File: src/rtl/fetch_unit.sv
// fetch_unit: instruction-fetch stage (PC register, next-PC selection,
// blocking instruction-memory handshake, IF/ID pipeline buffer).
// Handles ID stall, EX redirect with flush, memory wait states, a one-entry
// hold buffer for responses landing during a stall, and squashing of a fetch
// that is still in flight when a redirect arrives.
//
// Ports:
//   clk, reset          rising-edge clock, asynchronous active-high reset
//   stall               ID cannot accept; IF/ID holds
//   redirect/_pc        taken branch or jump target from EX
//   inst_read/_addr     instruction-memory request (address stable until resp)
//   inst_rdata/_resp    instruction-memory response, one cycle per request
//   if_id_pc/_inst/_valid  IF/ID buffer
//
// Optional (define FETCH_PERF_CNT_EN): perf_fetched, perf_squashed, perf_wait.
module fetch_unit #(
    parameter int unsigned     XLEN     = 32,
    parameter logic [XLEN-1:0] RESET_PC = XLEN'(32'h0000_0060),
    parameter int unsigned     PC_STEP  = 4
) (
    input  logic            clk,
    input  logic            reset,
    input  logic            stall,
    input  logic            redirect,
    input  logic [XLEN-1:0] redirect_pc,
    output logic            inst_read,
    output logic [XLEN-1:0] inst_addr,
    input  logic [XLEN-1:0] inst_rdata,
    input  logic            inst_resp,
    output logic [XLEN-1:0] if_id_pc,
    output logic [XLEN-1:0] if_id_inst,
    output logic            if_id_valid
`ifdef FETCH_PERF_CNT_EN
    ,
    output logic [31:0]     perf_fetched,
    output logic [31:0]     perf_squashed,
    output logic [31:0]     perf_wait
`endif
);

    typedef enum logic [1:0] {
        S_FETCH  = 2'd0,
        S_HOLD   = 2'd1,
        S_SQUASH = 2'd2
    } state_e;

    state_e          state_q, state_d;
    logic [XLEN-1:0] pc_q, pc_d;
    logic [XLEN-1:0] sq_addr_q, sq_addr_d;
    logic [XLEN-1:0] hold_pc_q, hold_pc_d;
    logic [XLEN-1:0] hold_inst_q, hold_inst_d;
    logic [XLEN-1:0] if_id_pc_q, if_id_pc_d;
    logic [XLEN-1:0] if_id_inst_q, if_id_inst_d;
    logic            if_id_valid_q, if_id_valid_d;

    logic [XLEN-1:0] redir_pc;
    logic [XLEN-1:0] pc_inc;

    assign redir_pc = {redirect_pc[XLEN-1:2], 2'b00};
    assign pc_inc   = pc_q + XLEN'(PC_STEP);

    // State register
    always_ff @(posedge clk or posedge reset) begin
        if (reset) state_q <= S_FETCH;
        else       state_q <= state_d;
    end

    // Next-state logic
    always_comb begin
        state_d = state_q;
        case (state_q)
            S_FETCH: begin
                if (redirect)                state_d = inst_resp ? S_FETCH : S_SQUASH;
                else if (inst_resp && stall) state_d = S_HOLD;
            end
            S_HOLD: begin
                if (redirect || !stall) state_d = S_FETCH;
            end
            S_SQUASH: begin
                // An in-flight response retires the squash; a concurrent
                // redirect only retargets pc.
                if (inst_resp) state_d = S_FETCH;
            end
            default: state_d = S_FETCH;
        endcase
    end

    // Memory request outputs; SQUASH keeps the abandoned address on the bus
    // so the request stays stable until its response returns.
    always_comb begin
        inst_read = !reset && (state_q != S_HOLD);
        inst_addr = (state_q == S_SQUASH) ? sq_addr_q : pc_q;
    end

    // Datapath next-state
    always_comb begin
        pc_d          = pc_q;
        sq_addr_d     = sq_addr_q;
        hold_pc_d     = hold_pc_q;
        hold_inst_d   = hold_inst_q;
        if_id_pc_d    = if_id_pc_q;
        if_id_inst_d  = if_id_inst_q;
        if_id_valid_d = if_id_valid_q;
        case (state_q)
            S_FETCH: begin
                if (redirect) begin
                    pc_d          = redir_pc;
                    if_id_valid_d = 1'b0;
                    if (!inst_resp) sq_addr_d = pc_q;
                end else if (inst_resp) begin
                    pc_d = pc_inc;
                    if (!stall) begin
                        if_id_pc_d    = pc_q;
                        if_id_inst_d  = inst_rdata;
                        if_id_valid_d = 1'b1;
                    end else begin
                        hold_pc_d   = pc_q;
                        hold_inst_d = inst_rdata;
                    end
                end else if (!stall) begin
                    if_id_valid_d = 1'b0;
                end
            end
            S_HOLD: begin
                if (redirect) begin
                    pc_d          = redir_pc;
                    if_id_valid_d = 1'b0;
                end else if (!stall) begin
                    if_id_pc_d    = hold_pc_q;
                    if_id_inst_d  = hold_inst_q;
                    if_id_valid_d = 1'b1;
                end
            end
            S_SQUASH: begin
                if (redirect)           pc_d          = redir_pc;
                if (redirect || !stall) if_id_valid_d = 1'b0;
            end
            default: ;
        endcase
    end

    // Datapath registers
    always_ff @(posedge clk or posedge reset) begin
        if (reset) begin
            pc_q          <= RESET_PC;
            sq_addr_q     <= '0;
            hold_pc_q     <= '0;
            hold_inst_q   <= '0;
            if_id_pc_q    <= '0;
            if_id_inst_q  <= '0;
            if_id_valid_q <= 1'b0;
        end else begin
            pc_q          <= pc_d;
            sq_addr_q     <= sq_addr_d;
            hold_pc_q     <= hold_pc_d;
            hold_inst_q   <= hold_inst_d;
            if_id_pc_q    <= if_id_pc_d;
            if_id_inst_q  <= if_id_inst_d;
            if_id_valid_q <= if_id_valid_d;
        end
    end

    assign if_id_pc    = if_id_pc_q;
    assign if_id_inst  = if_id_inst_q;
    assign if_id_valid = if_id_valid_q;

`ifdef FETCH_PERF_CNT_EN
    logic        fetched_c, squashed_c, wait_c;
    logic [31:0] perf_fetched_q, perf_squashed_q, perf_wait_q;

    // Event strobes mirroring the datapath decisions above
    always_comb begin
        fetched_c  = !redirect && !stall &&
                     (((state_q == S_FETCH) && inst_resp) || (state_q == S_HOLD));
        squashed_c = ((state_q == S_FETCH)  && redirect && inst_resp) ||
                     ((state_q == S_HOLD)   && redirect) ||
                     ((state_q == S_SQUASH) && inst_resp);
        wait_c     = inst_read && !inst_resp;
    end

    always_ff @(posedge clk or posedge reset) begin
        if (reset) begin
            perf_fetched_q  <= '0;
            perf_squashed_q <= '0;
            perf_wait_q     <= '0;
        end else begin
            perf_fetched_q  <= perf_fetched_q  + 32'(fetched_c);
            perf_squashed_q <= perf_squashed_q + 32'(squashed_c);
            perf_wait_q     <= perf_wait_q     + 32'(wait_c);
        end
    end

    assign perf_fetched  = perf_fetched_q;
    assign perf_squashed = perf_squashed_q;
    assign perf_wait     = perf_wait_q;
`endif

endmodule

File: config.mk
export PLATFORM = sky130hd
export DESIGN_NAME = fetch_unit
export DESIGN_NICKNAME = d
export VERILOG_FILES = /design/src/rtl/fetch_unit.sv
export SDC_FILE = /design/constraint.sdc
export NUM_CORES = 1
export LEC_CHECK = 0
export ABC_AREA = 1
export BUFFER_PORTS_ARGS = -buffer_cell sky130_fd_sc_hd__buf_2
export CELL_PAD_IN_SITES_DETAIL_PLACEMENT = 1
export CELL_PAD_IN_SITES_GLOBAL_PLACEMENT = 1
export CORE_UTILIZATION = 37
export CTS_CLUSTER_DIAMETER = 40
export DETAILED_ROUTE_END_ITERATION = 8
export PLACE_DENSITY_LB_ADDON = 0.1
export SYNTH_ARGS = -nofsm -noshare
export SYNTH_HDL_FRONTEND = slang
export SYNTH_SLANG_ARGS = --single-unit
File: constraint.sdc
create_clock -name clk -period 5.8 [get_ports clk]
set_input_delay 0.58 -clock clk [delete_from_list [all_inputs] [get_ports clk]]
set_output_delay 0.58 -clock clk [all_outputs]
set_load 0.05 [all_outputs]
==> summary.md <==
| Metric | Value |
|---|---|
| Slowest-stage cell, CP | ha_2 |
| Starting Density | 38.1% |
| Minimum clock period | 3.19 ns |
| Post-CTS sizing | 0 |
| Worst hold path type | primary input to async pin |
| Worst reg2reg endpoint | if_id_pc[17] |
| Power Total | 7.13 mW |
| DP Area | 10000 um2 |
| Synthesized area | 9050 um2 |
| Fmax | 314 MHz |
| Post-synth EDFFs | 0 |
| Wire length on met1 | 12000 um |
| Crit-path cells | inv_1 -> ha_2 -> o21ai_0 -> buf_2 |
| Diodes inserted | 0 |
| Skew-Pair Late Insertion Delay | 0.44 ns |
| Iter 0 DRT Violations | 427 |
| Synth Flop Type | dfrtp_1 |
| Met2 Wirelength | 11500 um |
| Share of cells above drive strength 1 | 17.6% |
| Die X | 158 um |
| Vias post-DR | 7783 |
| Crit. End Element | primary output |
| Critical path startpoint category | flop |
| RSZ-0062 raised after global routing | false |
| Outcome | completed |
| H-tree depth | 4 |
| Sw frac | 51.7% |
| ANT nets after route | 0 |
| DRC | 0 |
| Mean post-synth cell area | 8.20 um2 |
| Post-CTS setup buffer count | 0 |
| Register clock-pin slew on the reported worst setup and hold paths | 0.07 ns |
| Max FO, Critical Path | 62 |
| Crit path required time | 5.22 ns |
| Ports | 167 |
| GRT Overall Usage | 20.8% |
| Seq pwr share | 33.0% |
| Peak VDD IR | 0.269 mV |
| FFs w/ async S/R, synth | 100% |
| Register bit total from synthesis | 187 |
| P_int | 3.45 mW |
| Setup Total Neg Slack | 0 ns |
| Post-synth cell types | 32 |
| Leakage power total | 4.93 nW |
| Max Slew Vio Count | 0 |
| Yosys warnings | 0 |
| First-pass GRT wire length | 40400 um |
| Worst Tran Pin Value | 1.05 ns |
| Slew margin rel. | 30.1% |
| Reg2Reg Launch Point | state_q[1] |
| Pwr dens | 673 nW/um2 |
| Pre-CTS setup slack | 2.92 ns |
| Hold Vio Cnt, Final | 0 |
| Arrival time worst endpoint | 2.61 ns |
| Area delta synth->final | 17.2% |
| Fin util | 44.6% |
| Drt via density | 5.00 |
| Final Cell Area | 10600 um2 |
| Total wire length | 24600 um |
| Worst Skew | 0.0125 ns |
| Period utilisation layout | 55.0% |
| Setup ws final | 2.61 ns |
| Total grt overflow | 0 |
| WL/cell | 15.8 um |
| Number of global-route vias before repair | 7738 |
| Max_cap viols | 0 |
| Sw power | 3.69 mW |
| Cell count of the worst reg-to-reg path | 7 |
| Met3 wire len | 810 um |
| Nets@finish | 1300 |
| Root buffer cell | clkbuf_16 |
| R2R setup slack | 2.91 ns |
| Cell count after synthesis | 1104 |
| Clock buffer depth | 2 |
| Top sig layer | met4 |
| TritonCTS clock tree | done |
| Post-DP HPWL | 17200 um |
| Sequential area share after synthesis | 51.7% |
| Die area | 25100 um2 |
| WS Path Type | flop to primary output |
| Largest net degree at the start of global routing | 87 |
| I/O Buffers | 160 |
| CORE AREA | 23800 um2 |
| Max stage delay on crit path | 0.89 ns |
| Initial antenna violation count | 0 |
| Logic pwr share | 51.0% |
| Crit path max-delay family | adder cells |
| Rows | 56 |
| GP Congestion | 0.821 |
| Final setup vio count | 0 |
| Cts hold-fix bufs | 0 |
| Die height | 158 um |
| # clock sinks | 187 |
| TritonCTS Buffers | 17 |
| WP buf/inv | 2 |
| Clock network power share | 16.0% |
| DR pass1 iterations | 4 |
power groups by stage:
| stage | sequential (mW) | clock (mW) | combinational [mW] |
|---|---|---|---|
| 2_1_floorplan | 3.08 | 0 | 2.02 |
| 3_3_place_gp | 2.36 | 0 | 3.61 |
| 3_5_place_dp | 2.39 | 0 | 3.68 |
| 4_1_cts | 2.36 | 1.18 | 3.69 |
| 5_1_grt | 2.45 | 1.23 | 4.00 |
| 6_report | 2.35 | 1.14 | 3.64 |
registers in the layout (all words and copies together), names as in the netlist:
| name | cells |
|---|---|
| if_id_pc | 30 |
| hold_pc_q | 30 |
| hold_inst_q | 32 |
| if_id_valid | 1 |
| state_q | 2 |
| pc_q | 30 |
| if_id_inst | 32 |
| sq_addr_q | 30 |
final cells by class:
class,count,area [um2]
fillers,2915,13200
well taps,319,399
clock buffers,18,439
multi-input cells,763,3750
repair buffers,169,868
clock inverters,14,125
inverters,88,338
flip-flops and latches,187,4680
Yosys cell counts (all sizes together) (3+ instances only):
master  number  area [um2]
nand2      328        1230
nand3       38         190
a21oi        8        43.8
inv         88         330
o21a        62         465
nor2        82         323
buf         34         201
o21ai      148         741
ha           5        62.6
o22ai        9        56.3
o211ai      63         473
nor3         3        20.0
dfrtp      185        4630
clkbuf      35         133
a22oi        5        37.5
stage by stage:
| step | instances | hold slack [ns] |
|---|---|---|
| after global placement | 1526 | 0.466 |
| after CTS | 1558 | 0.244 |
| after floorplan | 1107 | 0.453 |
| final | 1558 | 0.220 |
| after global routing | 1558 | 0.277 |
| after detailed placement | 1526 | 0.473 |
layout by cell type (no fill, tap or decap), types with 2 or more instances in the layout:
cell type / instances
nand3_1: 37
inv_2: 3
inv_1: 84
a21oi_1: 7
dfstp_2: 2
clkbuf_16: 17
nand2_1: 328
inv_6: 6
or2_2: 2
nor3_1: 2
nor2_1: 78
o22ai_1: 9
nor2_2: 2
o21ai_0: 148
o211ai_1: 63
o21a_1: 62
buf_2: 160
clkinv_4: 3
dfrtp_1: 185
nand4_1: 2
inv_8: 4
buf_4: 9
nor2_4: 2
a22oi_1: 5
conb_1: 4
ha_1: 3
kinds of logic (layout without fill, tap and decap cells):
| group | after synthesis | in the layout | share of synthesized area (%) |
|---|---|---|---|
| flops | 187 | 187 | 51.7 |
| other cells | 1 | 4 | 0.0414 |
| simple gates | 457 | 457 | 19.9 |
| xor+xnor | 1 | 1 | 0.0968 |
| fa+ha+maj | 5 | 5 | 0.691 |
| compound gates | 296 | 296 | 20.2 |
| buf+inv | 157 | 289 | 7.34 |
layer usage:
| metal | vias up | global-route usage (%) |
|---|---|---|
| li1 | 3868 | - |
| met1 | 3758 | 28.8 |
| met2 | 139 | 33.6 |
| met3 | 18 | 2.83 |
| met4 | 0 | 6.59 |
| met5 | - | 0 |
worst max path at each step:
stage | to | cells past startpoint | start
final | inst_addr[2] | 4 | state_q[0]
after global routing | inst_addr[2] | 4 | state_q[0]
after CTS | inst_addr[2] | 4 | state_q[0]
after detailed placement | if_id_pc[17] | 7 | state_q[1]
after global placement | if_id_pc[16] | 7 | state_q[1]
after floorplan | hold_inst_q[0] | 1 | reset
Power figures use the tool's default switching activity.
